===== config.mk =====
export PLATFORM = sky130hd
export DESIGN_NAME = axi_lite_reg_subordinate
export DESIGN_NICKNAME = d
export VERILOG_FILES = /design/src/rtl/axi_lite_reg_subordinate.sv
export SDC_FILE = /design/constraint.sdc
export NUM_CORES = 1
export LEC_CHECK = 0
export ABC_AREA = 1
export BUFFER_PORTS_ARGS = -buffer_cell sky130_fd_sc_hd__buf_2
export CAP_MARGIN = 40
export CORE_UTILIZATION = 60
export CTS_BUF_LIST = sky130_fd_sc_hd__clkbuf_16
export DETAILED_ROUTE_END_ITERATION = 7
export HOLD_SLACK_MARGIN = 0.03
export PLACE_DENSITY = 0.79
export SLEW_MARGIN = 20
export SYNTH_ARGS = -nofsm -noshare
export SYNTH_HDL_FRONTEND = slang
export SYNTH_SLANG_ARGS = --single-unit
export TNS_END_PERCENT = 30

===== constraint.sdc =====
create_clock -name clk -period 9.2 [get_ports clk]
set_clock_uncertainty 0.15 [all_clocks]
set_input_delay 2.3 -clock clk [delete_from_list [all_inputs] [get_ports clk]]
set_output_delay 2.3 -clock clk [all_outputs]
set_load 0.03 [all_outputs]

===== src/rtl/axi_lite_reg_subordinate.sv =====
// AXI-Lite register-file target: independent write/read FSMs, programmable response
// delay, SLVERR outside the register window, responses held until accepted.
//
// state     | meaning
// W_COLLECT | gathering write address and write data (either order)
// W_DELAY   | register committed on first cycle, counting response delay
// W_RESP    | bvalid high, waiting for bready
// R_IDLE    | arready high, waiting for a read address
// R_DELAY   | counting response delay
// R_RESP    | rvalid high with loaded data, waiting for rready

module axi_lite_reg_subordinate #(
   parameter int AXI_LITE_ADDR_WIDTH = 32,
   parameter int AXI_LITE_DATA_WIDTH = 32,
   parameter int NUM_REGS            = 16,
   parameter int RESP_DELAY          = 0
) (
   input  logic                           clk,
   input  logic                           ap_rst,
   input  logic                           S_AXIL_awvalid,
   output logic                           S_AXIL_awready,
   input  logic [AXI_LITE_ADDR_WIDTH-1:0] S_AXIL_awaddr,
   input  logic                           S_AXIL_wvalid,
   output logic                           S_AXIL_wready,
   input  logic [AXI_LITE_DATA_WIDTH-1:0] S_AXIL_wdata,
   output logic                           S_AXIL_bvalid,
   input  logic                           S_AXIL_bready,
   output logic [1:0]                     S_AXIL_bresp,
   input  logic                           S_AXIL_arvalid,
   output logic                           S_AXIL_arready,
   input  logic [AXI_LITE_ADDR_WIDTH-1:0] S_AXIL_araddr,
   output logic                           S_AXIL_rvalid,
   input  logic                           S_AXIL_rready,
   output logic [AXI_LITE_DATA_WIDTH-1:0] S_AXIL_rdata,
   output logic [1:0]                     S_AXIL_rresp,
   output logic [15:0]                    o_wr_count,
   output logic [15:0]                    o_rd_count
);

   localparam int IDX_W = $clog2(NUM_REGS);
   localparam logic [AXI_LITE_ADDR_WIDTH-1:0] ADDR_LIMIT = AXI_LITE_ADDR_WIDTH'(4 * NUM_REGS);
   localparam logic [7:0] DLY = 8'(RESP_DELAY);
   localparam logic [1:0] RESP_OKAY   = 2'b00;
   localparam logic [1:0] RESP_SLVERR = 2'b10;

   typedef enum logic [1:0] {W_COLLECT, W_DELAY, W_RESP} w_state_t;
   typedef enum logic [1:0] {R_IDLE, R_DELAY, R_RESP} r_state_t;

   logic [AXI_LITE_DATA_WIDTH-1:0] regs [NUM_REGS];

   w_state_t                       w_state, w_state_n;
   logic                           aw_held, aw_held_n, w_held, w_held_n;
   logic [AXI_LITE_ADDR_WIDTH-1:0] wr_addr, wr_addr_n;
   logic [AXI_LITE_DATA_WIDTH-1:0] wr_data, wr_data_n;
   logic [7:0]                     w_cnt, w_cnt_n;
   logic                           awready_n, wready_n, bvalid_n;
   logic [1:0]                     bresp_n;
   logic [15:0]                    wr_count_n;
   logic                           reg_we, wr_in_range;
   logic [IDX_W-1:0]               wr_idx;

   r_state_t                       r_state, r_state_n;
   logic [AXI_LITE_ADDR_WIDTH-1:0] rd_addr, rd_addr_n;
   logic [7:0]                     r_cnt, r_cnt_n;
   logic                           arready_n, rvalid_n;
   logic [AXI_LITE_DATA_WIDTH-1:0] rdata_n;
   logic [1:0]                     rresp_n;
   logic [15:0]                    rd_count_n;
   logic                           rd_in_range;
   logic [IDX_W-1:0]               rd_idx;

   assign wr_in_range = (wr_addr < ADDR_LIMIT);
   assign wr_idx      = wr_addr[2 +: IDX_W];
   assign rd_in_range = (rd_addr < ADDR_LIMIT);
   assign rd_idx      = rd_addr[2 +: IDX_W];

   always_comb begin
      w_state_n  = w_state;
      aw_held_n  = aw_held;
      w_held_n   = w_held;
      wr_addr_n  = wr_addr;
      wr_data_n  = wr_data;
      w_cnt_n    = w_cnt;
      bvalid_n   = S_AXIL_bvalid;
      bresp_n    = S_AXIL_bresp;
      wr_count_n = o_wr_count;
      reg_we     = 1'b0;
      case (w_state)
         W_COLLECT: begin
            if (S_AXIL_awvalid && S_AXIL_awready) begin
               aw_held_n = 1'b1;
               wr_addr_n = S_AXIL_awaddr;
            end
            if (S_AXIL_wvalid && S_AXIL_wready) begin
               w_held_n  = 1'b1;
               wr_data_n = S_AXIL_wdata;
            end
            if (aw_held_n && w_held_n) begin
               aw_held_n = 1'b0;
               w_held_n  = 1'b0;
               w_cnt_n   = DLY;
               w_state_n = W_DELAY;
            end
         end
         W_DELAY: begin
            // counter still at its load value only on the first W_DELAY cycle
            if (w_cnt == DLY) begin
               reg_we  = wr_in_range;
               bresp_n = wr_in_range ? RESP_OKAY : RESP_SLVERR;
            end
            if (w_cnt == 8'd0) begin
               bvalid_n  = 1'b1;
               w_state_n = W_RESP;
            end else begin
               w_cnt_n = w_cnt - 8'd1;
            end
         end
         W_RESP: begin
            if (S_AXIL_bready) begin
               bvalid_n   = 1'b0;
               wr_count_n = o_wr_count + 16'd1;
               w_state_n  = W_COLLECT;
            end
         end
         default: w_state_n = W_COLLECT;
      endcase
      awready_n = (w_state_n == W_COLLECT) && !aw_held_n;
      wready_n  = (w_state_n == W_COLLECT) && !w_held_n;
   end

   always_ff @(posedge clk) begin
      if (ap_rst) begin
         w_state        <= W_COLLECT;
         aw_held        <= 1'b0;
         w_held         <= 1'b0;
         wr_addr        <= '0;
         wr_data        <= '0;
         w_cnt          <= '0;
         S_AXIL_awready <= 1'b0;
         S_AXIL_wready  <= 1'b0;
         S_AXIL_bvalid  <= 1'b0;
         S_AXIL_bresp   <= RESP_OKAY;
         o_wr_count     <= '0;
      end else begin
         w_state        <= w_state_n;
         aw_held        <= aw_held_n;
         w_held         <= w_held_n;
         wr_addr        <= wr_addr_n;
         wr_data        <= wr_data_n;
         w_cnt          <= w_cnt_n;
         S_AXIL_awready <= awready_n;
         S_AXIL_wready  <= wready_n;
         S_AXIL_bvalid  <= bvalid_n;
         S_AXIL_bresp   <= bresp_n;
         o_wr_count     <= wr_count_n;
      end
   end

   always_ff @(posedge clk) begin
      if (ap_rst) begin
         for (int i = 0; i < NUM_REGS; i++) regs[i] <= '0;
      end else if (reg_we) begin
         regs[wr_idx] <= wr_data;
      end
   end

   // rdata samples regs before any same-edge write lands, so collisions return the old value
   always_comb begin
      r_state_n  = r_state;
      rd_addr_n  = rd_addr;
      r_cnt_n    = r_cnt;
      rvalid_n   = S_AXIL_rvalid;
      rdata_n    = S_AXIL_rdata;
      rresp_n    = S_AXIL_rresp;
      rd_count_n = o_rd_count;
      case (r_state)
         R_IDLE: begin
            if (S_AXIL_arvalid && S_AXIL_arready) begin
               rd_addr_n = S_AXIL_araddr;
               r_cnt_n   = DLY;
               r_state_n = R_DELAY;
            end
         end
         R_DELAY: begin
            if (r_cnt == 8'd0) begin
               rvalid_n  = 1'b1;
               rdata_n   = rd_in_range ? regs[rd_idx] : '0;
               rresp_n   = rd_in_range ? RESP_OKAY : RESP_SLVERR;
               r_state_n = R_RESP;
            end else begin
               r_cnt_n = r_cnt - 8'd1;
            end
         end
         R_RESP: begin
            if (S_AXIL_rready) begin
               rvalid_n   = 1'b0;
               rd_count_n = o_rd_count + 16'd1;
               r_state_n  = R_IDLE;
            end
         end
         default: r_state_n = R_IDLE;
      endcase
      arready_n = (r_state_n == R_IDLE);
   end

   always_ff @(posedge clk) begin
      if (ap_rst) begin
         r_state        <= R_IDLE;
         rd_addr        <= '0;
         r_cnt          <= '0;
         S_AXIL_arready <= 1'b0;
         S_AXIL_rvalid  <= 1'b0;
         S_AXIL_rdata   <= '0;
         S_AXIL_rresp   <= RESP_OKAY;
         o_rd_count     <= '0;
      end else begin
         r_state        <= r_state_n;
         rd_addr        <= rd_addr_n;
         r_cnt          <= r_cnt_n;
         S_AXIL_arready <= arready_n;
         S_AXIL_rvalid  <= rvalid_n;
         S_AXIL_rdata   <= rdata_n;
         S_AXIL_rresp   <= rresp_n;
         o_rd_count     <= rd_count_n;
      end
   end

endmodule


# After elaboration in Yosys (flattened, before gate mapping)
# Memory sizes are Yosys's and may differ from the RTL's. A register that Yosys moved wholly into a read port is not among the register bits.
# Cells that the tools add are included.
[word_totals] regBits=191 mem_bits_rw=512 inputBits=103 output_inout_bits=73 word_cells=111 mem_count=1
[memory_table] name="regs" depth=16 width=32 rd=1 rd_clocked_by_memory_dff=1 write_ports=16 line="49" source="logic [AXI_LITE_DATA_WIDTH-1:0] regs [NUM_REGS];"
[classes] add_sub_neg=4 magnitude_cmp=2 n_eq_ne=12 muxes=43 reduce_logical=30
[op_table] cell="$lt 32x7->1 const B" count=2
[op_table] cell="$mux 32" count=2
[op_table] cell="$add 16x1->16 const B" count=2
[op_table] cell="$mux 8" count=4
[op_table] cell="$pmux 8 s2" count=2
[op_table] cell="$reduce_or 32->1" count=1
[op_table] cell="$mux 1" count=20
[op_table] cell="$logic_not 8->1" count=2
[op_table] cell="$mux 2" count=8
[op_table] cell="$ne 2x2->1 const B" count=8
[op_table] cell="$sub 8x1->8 const B" count=2
[op_table] cell="$reduce_and 2->1" count=7
[op_table] cell="$mux 4" count=3
[op_table] cell="$pmux 2 s3" count=2
[op_table] cell="$reduce_and 3->1" count=4
[op_table] cell="$logic_not 2->1" count=4
[op_table] cell="$reduce_bool 2->1" count=4
[op_table] cell="$logic_and 1x1->1" count=6
[op_table] cell="$eq 2x1->1 const B" count=2
[op_table] cell="$eq 2x2->1 const B" count=2
[op_table] cell="$pmux 1 s2" count=2
[op_table] cell="$logic_not 1->1" count=2

# Longest topological paths before layout
[logic_depth] depth_word=8 mapped_depth=10 ltp_nobuf=10

# Worst setup path before layout
# No wires, ideal clock.
[synth_path] path_type="input to register" start="input port ap_rst" end="memory regs[0][0], enable pin" setup_ns=0.466 arrival_time_ns=5.517 setup_slack_ns=3.068 path_stages=6 path_buffers=3 cell_sequence="clkbuf_1 -> inv_1 -> clkbuf_1 -> nand4_1 -> clkbuf_1 -> o21ai_0"
[synth_lines] element="start: declaration" line="19" source="input logic ap_rst,"
[synth_lines] element="end: declaration" line="49"

==> impl_metrics.py <==
metrics = {
    "logic_synthesis": {
        "synth.area.top_cells": "edfxtp_1, dfxtp_1, nor3_1",
        "yosysUniqueCellTypes": 31,
        "yosysTopAreaCellShare_pct": 50.41,
        "synth_seq_area_share_pct": 62.82,
        "postSynthAreaPerCell_um2": 9.387,
        "syn_inst": 3249,
        "synth_seq_cells": 701,
        "yosys_warnings": 0,
        "netlist_area_um2": 30500,
        "yosysTopAreaCell": "edfxtp_1",
    },
    "worst_setup_path": {
        "critPathKind": "input port to flip-flop",
        "crit_fanout": 52,
        "cp_data_arrival_time_ps": 5410,
        "worstPathRequired_ps": 9310,
        "startpoint_type": "input port",
        "reg2regPathDepth": 7,
        "endpoint_kind": "flip-flop",
    },
    "timing": {
        "hold_ws_ps": 301.5,
        "tns_ps": 0,
        "fin_ws_ps": 3898,
        "post-route-period-util_pct": 57.63,
        "max_freq_mhz": 188.6,
        "hold_viol_final": 0,
        "grt_setup_unrepaired": "false",
        "min_period_ps": 5302,
        "relSlewSlack_pct": 38.80,
        "setup_viol": 0,
        "final_max_slew_viol_count": 0,
        "worstMarginPinSlew_ps": 917.9,
    },
    "cells_and_area": {
        "fin_nets": 3371,
        "final_common_cell": "nand2_1",
        "drive_above_1_share_pct": 11.22,
        "diodes": 0,
        "multi_input_area_um2": 10010,
        "final_cell_mix": "nand2_1, nor3_1, edfxtp_1",
        "fillers": 3615,
        "final_util_pct": 68.51,
        "regArea_um2": 19170,
        "area_growth_syn_to_layout_pct": 12.70,
    },
    "global_routing": {
        "grt_pass1_vias": 24246,
        "grt_overflow": 0,
        "grt_pass1_wl_um": 132400,
        "antenna_found_initial": 1,
        "grt_max_degree": 91,
        "grt_use_total_pct": 33.85,
    },
    "cts": {
        "clkTransAtPathRegs_ps": 60,
        "root_buffer": "clkbuf_16",
        "clock_tree.buffer_depth": 3,
        "cts_buffers": 72,
        "h-tree-depth": 3,
        "cts.repair.resized": 0,
        "cts.sinks": 701,
        "cts_hold_buffers": 0,
        "clock_latency_ps": 610,
        "tritoncts": "yes",
        "cts_setup_buffers": 0,
    },
    "detailed_routing": {
        "routed_wl_um": 87560,
        "ant_nets": 0,
        "avgRoutedWirePerCell_um": 21.92,
        "drt_iter0_drc": 3426,
        "drc": 0,
        "vias": 25329,
        "avgViaCountPerCell": 6.340,
        "dr.pass1.iters": 8,
    },
    "floorplanning": {
        "die_h_um": 227.5,
        "core_um2": 50170,
        "die_area_um2": 51740,
        "die_x_um": 227.5,
        "start_util_pct": 60.79,
        "rows": 82,
        "num_io_pins": 176,
    },
    "power": {
        "leakagePower_nw": 12.43,
        "peakVddDrop_uv": 171.5,
        "power.density_nw_per_um2": 246.2,
    },
    "run": {
        "maxCapViolations": 0,
    },
    "placed_design": {
        "place.gp.congestion": 0.8195,
        "place_ws_ps": 3355,
        "io_buffers": 169,
        "dpl.hpwl_um": 47930,
    },
    "hold_path": {
        "holdPathStages": 2,
        "hold_class": "flip-flop to flip-flop",
    },
    "run_status": {
        "status": "finished clean",
    },
}
-- worst max-delay path, cell delays in order --
cell and delay [ps]:
buf_2 100, buf_4 270, inv_4 250, buf_16 310
nand4_4 670, o21ai_4 910, buf_4 510
-- worst paths after layout --
| check | slack [ps] | from | endpoint |
|---|---|---|---|
| setup / recovery | 3900 | ap_rst | regs[13][5] |
| hold / removal | 300 | rd_addr[17] | rd_addr[17] |
| setup reg to reg | 4980 | w_cnt[0] | regs[13][5] |
| hold reg to reg | 300 | rd_addr[17] | rd_addr[17] |
-- sequential cells by signal, summed over array words and instances, names as in the netlist, 8 cells and up, named ones only --
signal and count:
S_AXIL_rdata 32, o_wr_count 16, o_rd_count 16, wr_addr 30
rd_addr 30, regs 512, wr_data 32, w_cnt 8
r_cnt 8
-- report_power, final --
part | switching (mW) | leakage [nW] | total [mW] | internal [mW]
clock | 1.23 | 1.25 | 2.93 | 1.71
combinational | 1.38 | 4.36 | 1.83 | 0.455
sequential | 0.119 | 6.83 | 3.70 | 3.58
total | 2.72 | 12.4 | 8.46 | 5.74
-- through the flow --
step           std cells  cell area, um2  total power [mW]
2_1_floorplan       3250           30500             4.940
3_3_place_gp        3849           31700             5.417
3_5_place_dp        3858           31890             5.508
4_1_cts             3991           34270             8.402
5_1_grt             3995           34370             8.743
6_report            3995           34370             8.463
-- cell usage after synthesis, drive strengths merged --
cell	instances
a211oi	1
a21oi	115
a31oi	1
and2	1
buf	24
clkbuf	271
clkinv	35
conb	1
dfxtp	189
edfxtp	512
ha	4
inv	77
nand2	637
nand3	501
nand3b	3
nand4	10
nor2	194
nor3	529
nor4	1
o211a	1
o21a	2
o21ai	130
o22ai	1
o31ai	1
or2	2
xor2	6
-- layer usage --
metal / share of wire (%) / GRT usage [%]
met1: 36 / 42.56
met2: 48 / 55.09
met3: 12 / 8.209
met4: 3.9 / 16.32
met5: 0.015 / 0
-- kinds of logic (layout without fill, tap and decap cells) --
family / after synthesis / in the layout / share of synthesized area, %
AO/OA/AOI/OAI: 252 / 252 / 4.193
other: 1 / 2 / 0.01230
XOR/XNOR: 6 / 6 / 0.1723
adder cells (fa/ha/maj): 4 / 4 / 0.1641
AND/OR/NAND/NOR: 1878 / 1878 / 27.57
buffers and inverters: 407 / 480 / 5.075
flip-flops: 701 / 701 / 62.82
-- area by class of cell --
| type | count | area share (%) |
|---|---|---|
| sequential | 701 | 55.76 |
| multi-input combinational | 2142 | 29.13 |
| clock buffer | 82 | 5.970 |
| timing repair buffer | 235 | 4.467 |
| tap | 672 | 2.446 |
| inverter | 112 | 1.270 |
| clock inverter | 51 | 0.9537 |
Note: power is estimated with default switching activity, not from simulation.
